--- src/rtl/alu_ctrl_if.sv ---
// Instruction handshake plus ALU command/flag bundle between the sequencer and the datapath.
// The slave modport is the controller's view; the master modport is the instruction/ALU side.
interface alu_ctrl_if;
  logic       instr_valid;
  logic [8:0] instr;
  logic       instr_ready;
  logic [4:0] alu_cmd;
  logic       sc_i;
  logic       sc_o;
  logic       cnd_i;
  logic       reg_we;
  logic [1:0] rd_addr;
  logic       carry_q;
  logic       cnd_q;
  logic       branch_taken;
  logic       illegal;
  logic       done;

  modport slave (
    input  instr_valid, instr, sc_o, cnd_i,
    output instr_ready, alu_cmd, sc_i, reg_we, rd_addr,
           carry_q, cnd_q, branch_taken, illegal, done
  );

  modport master (
    output instr_valid, instr, sc_o, cnd_i,
    input  instr_ready, alu_cmd, sc_i, reg_we, rd_addr,
           carry_q, cnd_q, branch_taken, illegal, done
  );
endinterface

--- src/rtl/alu_ctrl.sv ---
// ALU sequencing controller: decodes 9-bit instructions into ALU strobes, owns carry/condition flags,
// and expands multi-bit shifts into cnt+1 chained single-bit shift cycles.
module alu_ctrl (
  input  logic        clk,
  input  logic        rst_n,
  alu_ctrl_if.slave   bus
);
  typedef enum logic [1:0] {IDLE, EXEC, SHIFT} state_t;

  localparam logic [3:0] OP_ADD = 4'd0,  OP_SUB = 4'd1,  OP_AND = 4'd2,  OP_XOR = 4'd3;
  localparam logic [3:0] OP_CMP = 4'd4,  OP_CEQ = 4'd5,  OP_LSL = 4'd6,  OP_LSR = 4'd7;
  localparam logic [3:0] OP_MOV = 4'd8,  OP_CLC = 4'd9,  OP_SEC = 4'd10, OP_SHL = 4'd11;
  localparam logic [3:0] OP_SHR = 4'd12, OP_BRC = 4'd13;

  state_t     state_q, state_d;
  logic [3:0] op_q, op_d;
  logic       uc_q, uc_d;
  logic [1:0] rd_q, rd_d;
  logic [2:0] cnt_q, cnt_d;
  logic       carry_flag_q, carry_flag_d;
  logic       cnd_flag_q, cnd_flag_d;

  logic [3:0] new_op;
  assign new_op = bus.instr[8:5];

  always_ff @(posedge clk or negedge rst_n) begin
    if (!rst_n) begin
      state_q      <= IDLE;
      op_q         <= 4'd0;
      uc_q         <= 1'b0;
      rd_q         <= 2'd0;
      cnt_q        <= 3'd0;
      carry_flag_q <= 1'b0;
      cnd_flag_q   <= 1'b0;
    end else begin
      state_q      <= state_d;
      op_q         <= op_d;
      uc_q         <= uc_d;
      rd_q         <= rd_d;
      cnt_q        <= cnt_d;
      carry_flag_q <= carry_flag_d;
      cnd_flag_q   <= cnd_flag_d;
    end
  end

  always_comb begin
    state_d          = state_q;
    op_d             = op_q;
    uc_d             = uc_q;
    rd_d             = rd_q;
    cnt_d            = cnt_q;
    carry_flag_d     = carry_flag_q;
    cnd_flag_d       = cnd_flag_q;
    bus.instr_ready  = 1'b0;
    bus.alu_cmd      = 5'd0;
    bus.sc_i         = 1'b0;
    bus.reg_we       = 1'b0;
    bus.rd_addr      = 2'd0;
    bus.branch_taken = 1'b0;
    bus.illegal      = 1'b0;
    bus.done         = 1'b0;

    case (state_q)
      IDLE: begin
        bus.instr_ready = 1'b1;
        if (bus.instr_valid) begin
          op_d = new_op;
          uc_d = bus.instr[4];
          rd_d = bus.instr[1:0];
          if (new_op == OP_SHL || new_op == OP_SHR) begin
            cnt_d   = bus.instr[4:2];
            state_d = SHIFT;
          end else begin
            state_d = EXEC;
          end
        end
      end

      EXEC: begin
        bus.rd_addr = rd_q;
        bus.sc_i    = uc_q & carry_flag_q;
        bus.done    = 1'b1;
        state_d     = IDLE;
        case (op_q)
          OP_ADD, OP_SUB, OP_LSL, OP_LSR: begin
            bus.alu_cmd  = {1'b0, op_q};
            bus.reg_we   = 1'b1;
            carry_flag_d = bus.sc_o;
          end
          OP_AND, OP_XOR, OP_MOV: begin
            bus.alu_cmd = {1'b0, op_q};
            bus.reg_we  = 1'b1;
          end
          OP_CMP, OP_CEQ: begin
            bus.alu_cmd = {1'b0, op_q};
            cnd_flag_d  = bus.cnd_i;
          end
          OP_CLC: carry_flag_d = 1'b0;
          OP_SEC: carry_flag_d = 1'b1;
          OP_BRC: bus.branch_taken = cnd_flag_q;
          default: bus.illegal = 1'b1;
        endcase
      end

      SHIFT: begin
        // Each cycle's carry-out feeds the next cycle's carry-in through the flag register.
        bus.alu_cmd  = (op_q == OP_SHL) ? 5'd6 : 5'd7;
        bus.reg_we   = 1'b1;
        bus.rd_addr  = rd_q;
        bus.sc_i     = uc_q & carry_flag_q;
        carry_flag_d = bus.sc_o;
        if (cnt_q == 3'd0) begin
          bus.done = 1'b1;
          state_d  = IDLE;
        end else begin
          cnt_d = cnt_q - 3'd1;
        end
      end

      default: state_d = IDLE;
    endcase
  end

  assign bus.carry_q = carry_flag_q;
  assign bus.cnd_q   = cnd_flag_q;
endmodule

--- src/flat_wrapper.sv ---
// flat-port wrapper written by rule: the top's interface ports become plain ports
module alu_ctrl_flat 
  (clk, rst_n, bus_instr_valid, bus_instr, bus_sc_o, bus_cnd_i, bus_instr_ready, bus_alu_cmd, bus_sc_i, bus_reg_we, bus_rd_addr, bus_carry_q, bus_cnd_q, bus_branch_taken, bus_illegal, bus_done);
  alu_ctrl_if bus_i ();
  input  logic clk;
  input  logic rst_n;
  input wire logic [$bits(bus_i.instr_valid)-1:0] bus_instr_valid;
  input wire logic [$bits(bus_i.instr)-1:0] bus_instr;
  input wire logic [$bits(bus_i.sc_o)-1:0] bus_sc_o;
  input wire logic [$bits(bus_i.cnd_i)-1:0] bus_cnd_i;
  output wire logic [$bits(bus_i.instr_ready)-1:0] bus_instr_ready;
  output wire logic [$bits(bus_i.alu_cmd)-1:0] bus_alu_cmd;
  output wire logic [$bits(bus_i.sc_i)-1:0] bus_sc_i;
  output wire logic [$bits(bus_i.reg_we)-1:0] bus_reg_we;
  output wire logic [$bits(bus_i.rd_addr)-1:0] bus_rd_addr;
  output wire logic [$bits(bus_i.carry_q)-1:0] bus_carry_q;
  output wire logic [$bits(bus_i.cnd_q)-1:0] bus_cnd_q;
  output wire logic [$bits(bus_i.branch_taken)-1:0] bus_branch_taken;
  output wire logic [$bits(bus_i.illegal)-1:0] bus_illegal;
  output wire logic [$bits(bus_i.done)-1:0] bus_done;
  assign bus_i.instr_valid = bus_instr_valid;
  assign bus_i.instr = bus_instr;
  assign bus_i.sc_o = bus_sc_o;
  assign bus_i.cnd_i = bus_cnd_i;
  assign bus_instr_ready = bus_i.instr_ready;
  assign bus_alu_cmd = bus_i.alu_cmd;
  assign bus_sc_i = bus_i.sc_i;
  assign bus_reg_we = bus_i.reg_we;
  assign bus_rd_addr = bus_i.rd_addr;
  assign bus_carry_q = bus_i.carry_q;
  assign bus_cnd_q = bus_i.cnd_q;
  assign bus_branch_taken = bus_i.branch_taken;
  assign bus_illegal = bus_i.illegal;
  assign bus_done = bus_i.done;
  alu_ctrl u_core (.clk(clk), .rst_n(rst_n), .bus(bus_i));
endmodule
--- config.mk ---
export PLATFORM = sky130hd
export DESIGN_NAME = alu_ctrl_flat
export DESIGN_NICKNAME = d
export VERILOG_FILES = /design/src/rtl/alu_ctrl_if.sv /design/src/rtl/alu_ctrl.sv /design/src/flat_wrapper.sv
export SDC_FILE = /design/constraint.sdc
export NUM_CORES = 1
export LEC_CHECK = 0
export ABC_AREA = 1
export CAP_MARGIN = 25
export CORE_MARGIN = 2
export CORE_UTILIZATION = 49
export CTS_CLUSTER_SIZE = 10
export DETAILED_ROUTE_END_ITERATION = 12
export PLACE_DENSITY_LB_ADDON = 0.3
export SYNTH_ARGS = -nofsm -noshare
export SYNTH_HDL_FRONTEND = slang
export SYNTH_SLANG_ARGS = --single-unit
export TNS_END_PERCENT = 20
--- constraint.sdc ---
create_clock -name clk -period 2.8 [get_ports clk]
set_clock_uncertainty 0.2 [all_clocks]
set_input_delay 0.56 -clock clk [delete_from_list [all_inputs] [get_ports clk]]
set_output_delay 0.56 -clock clk [all_outputs]
set_load 0.1 [all_outputs]
==> parameters.txt <==
Parameter                              Value

Clocking
  Cell at the root of the clock tree    sky130_fd_sc_hd__clkbuf_4
  Clock Sink Count    14
  Maximum number of buffers from clock root to sink    2
  Worst-skew pair later-pin latency    0.30 ns
  Number of setup buffers added after CTS    0
  Clock-pin slew on the worst setup and hold paths    0.08 ns
  Hold_buf cts    0
  TritonCTS clock tree    yes
  Cts bufs inserted    3
  H-Tree Level Count    1
  Resized Gates After CTS    0

Route
  Number of remaining DRC errors    0
  Mean routed wirelength per cell    12.7 um
  Iter 0 DRT Violations    39
  Residual antenna-violating net count after detailed routing    0
  Via density per instance    5.29
  Post-detailed-routing wire length    2430 um
  First drt pass iteration count    4
  Vias post-DR    1,011

Hold path
  Hold wc startpoint    u_core.rd_q[0]
  Kind of path behind the tightest hold check    reg -> reg
  Hold path endpoint    u_core.rd_q[0]
  Hold depth    2

Synth
  Mean Syn Cell Area    6.75 um^2
  Post-synthesis async set-or-reset flop share    100%
  Largest area contributor in the synthesized netlist    sky130_fd_sc_hd__dfrtp_1
  Cell count after synthesis    139
  Number of synthesized flops with an enable pin    0
  Main synth FF type    sky130_fd_sc_hd__dfrtp_1
  Synthesized netlist net count    158
  Flops & latches, synth    14
  Portion of the post-synthesis area used by sequential elements    37.3%
  Fraction of post-synthesis cell area in the top cell type by area    37.3%
  Post-synthesis cell type count    19
  Netlist Area Pre-Place    938 um^2
  Yosys synthesis warning count    0
  Main area contributors after synthesis    sky130_fd_sc_hd__dfrtp_1 37%, sky130_fd_sc_hd__nand2_1 18%, sky130_fd_sc_hd__inv_1 8.4%

Floorplanning
  Starting utilization of the core area    53.2%
  Die height    47.8 um
  Number of placed I/O pins    29
  Area of the die    2280 um^2
  Die outline width    47.8 um
  Floorplan Core Area    1760 um^2
  Row count    15

Critical path
  CP Data Arrival Time    1.81 ns
  FF-to-FF setup slack    0.94 ns
  Reg-to-reg endpoint    u_core.cnt_q[0]
  Source of the worst register-to-register timing path    u_core.state_q[0]
  Crit Path Max Fanout    5
  Required time at the worst-slack endpoint    2.04 ns
  Highest cell delay on the worst timing path    0.40 ns
  Slowest cell on crit path    sky130_fd_sc_hd__dfrtp_1
  Type of the worst setup path    reg -> out
  Crit path buf inv count    3
  Kind of start point of the critical path    register
  Worst path cell trace    inv_1, ha_1, inv_1, nor4_2, buf_12
  Nature of the critical path endpoint    output pin
  Number of cell instances on the worst register-to-register path    9
  CP most frequent cell    sky130_fd_sc_hd__inv_1
  Cell type group with the largest total delay on the critical path    buffers and inverters

Flow run
  Max cap viols    0

Global routing
  GRT Total Usage    25.2%
  Via count of the first global-routing pass    965
  First-pass GRT wire length    3980 um
  Leftover overflow at the end of global routing    0
  Pin count of the biggest net entering global routing    15
  Number of antenna violations at the first check in global routing    0

Cells and area
  Area growth syn-to-layout    42.1%
  Layout Cells excl Fill    191
  Final Core Density    75.6%
  Leading cell type in the layout, fill and taps excluded    sky130_fd_sc_hd__nand2_1
  Count of inserted antenna diode cells    0
  Commonest non-fill, non-tap cells in the layout    46 x sky130_fd_sc_hd__nand2_1, 21 x sky130_fd_sc_hd__inv_1, 14 x sky130_fd_sc_hd__dfrtp_1
  Fin nets    187
  Ratio of cells with drive above 1 in the final layout    13.9%

Timing
  Number of endpoints failing setup at the final stage    0
  Relative slew slack    55.7%
  Worst-Margin Slew    0.663 ns
  Slew Viols, Final    0
  Clock period minus worst slack    2.57 ns
  Post-route clock period utilization    91.7%
  Final hold vios    0
  Setup repair after global routing missed its margin    no
  Highest achievable clock rate    389 MHz

Placement
  Final HPWL DP    1910 um
  I/O Buffers    27
  Final weighted congestion of routability-driven global placement    0.991
  Number of cells after detailed placement    188

Outcome
  Result of the run    finished, final reports clean
## layout make-up
cell class	instances	area, um^2
repair buffers	27	348
clock buffers	3	22.5
fillers	151	430
inverters	23	86.3
well taps	25	31.3
multi-input cells	99	495
flip-flops and latches	14	350
## per-layer routing
layer,routed length [um],GRT usage (%)
met5,0,0
met4,49,14.1
met3,190,4.15
met2,1260,44.3
met1,930,28.8
## synthesized netlist by cell type, types with 2 or more instances
library cell / n
sky130_fd_sc_hd__a21oi_1: 6
sky130_fd_sc_hd__dfrtp_1: 14
sky130_fd_sc_hd__ha_1: 5
sky130_fd_sc_hd__inv_1: 21
sky130_fd_sc_hd__inv_2: 2
sky130_fd_sc_hd__nand2_1: 46
sky130_fd_sc_hd__nand3_1: 13
sky130_fd_sc_hd__nand4_1: 4
sky130_fd_sc_hd__nor2_1: 6
sky130_fd_sc_hd__nor3_1: 2
sky130_fd_sc_hd__o21ai_0: 12
## sequential cells by signal, indices dropped and copies added, names as in the netlist
register / cells
u_core.bus.cnd_q: 1
u_core.rd_q: 2
u_core.state_q: 2
u_core.cnt_q: 3
u_core.bus.carry_q: 1
u_core.op_q: 4
u_core.uc_q: 1
## worst register-to-register path, delay by kind of cell (launching register included)
| family | cells | cell delay, ns |
|---|---|---|
| AO/OA/AOI/OAI | 1 | 0.13 |
| adder cells (fa/ha/maj) | 1 | 0.28 |
| buffers and inverters | 2 | 0.17 |
| flip-flops | 1 | 0.41 |
| AND/OR/NAND/NOR | 5 | 0.59 |
## metrics by stage
| step | TNS, ns | area [um^2] | hold WS (ns) | worst slack, ns |
|---|---|---|---|---|
| floorplan | -2.48 | 955 | 0.0644 | -0.775 |
| global placement | 0 | 1310 | 0.261 | 0.648 |
| detailed placement | 0 | 1310 | 0.266 | 0.584 |
| CTS | 0 | 1330 | 0.289 | 0.253 |
| global route | 0 | 1330 | 0.321 | 0.120 |
| finish | 0 | 1330 | 0.286 | 0.232 |
## kinds of logic (layout without fill, tap and decap cells)
family,Yosys count,count (layout),share of synthesized area (%)
buf+inv,26,53,11.6
fa+ha+maj,5,5,6.67
flops,14,14,37.3
compound gates,20,20,11.2
other cells,1,1,0.400
simple gates,73,73,32.8
## how the worst max path moves through the flow
| stage | startpoint | end | slack [ns] | depth (start not counted) |
|---|---|---|---|---|
| 2_1_floorplan | u_core.bus.cnd_q | bus_branch_taken | -0.78 | 2 |
| 3_3_place_gp | u_core.state_q[1] | bus_branch_taken | 0.65 | 5 |
| 3_5_place_dp | u_core.state_q[1] | bus_branch_taken | 0.58 | 5 |
| 4_1_cts | u_core.state_q[1] | bus_branch_taken | 0.25 | 5 |
| 5_1_grt | u_core.state_q[1] | bus_branch_taken | 0.12 | 5 |
| 6_report | u_core.state_q[1] | bus_branch_taken | 0.23 | 5 |
Power is not shown: default switching activity piles up to over one toggle a cycle in this logic, so the estimate is an artifact.
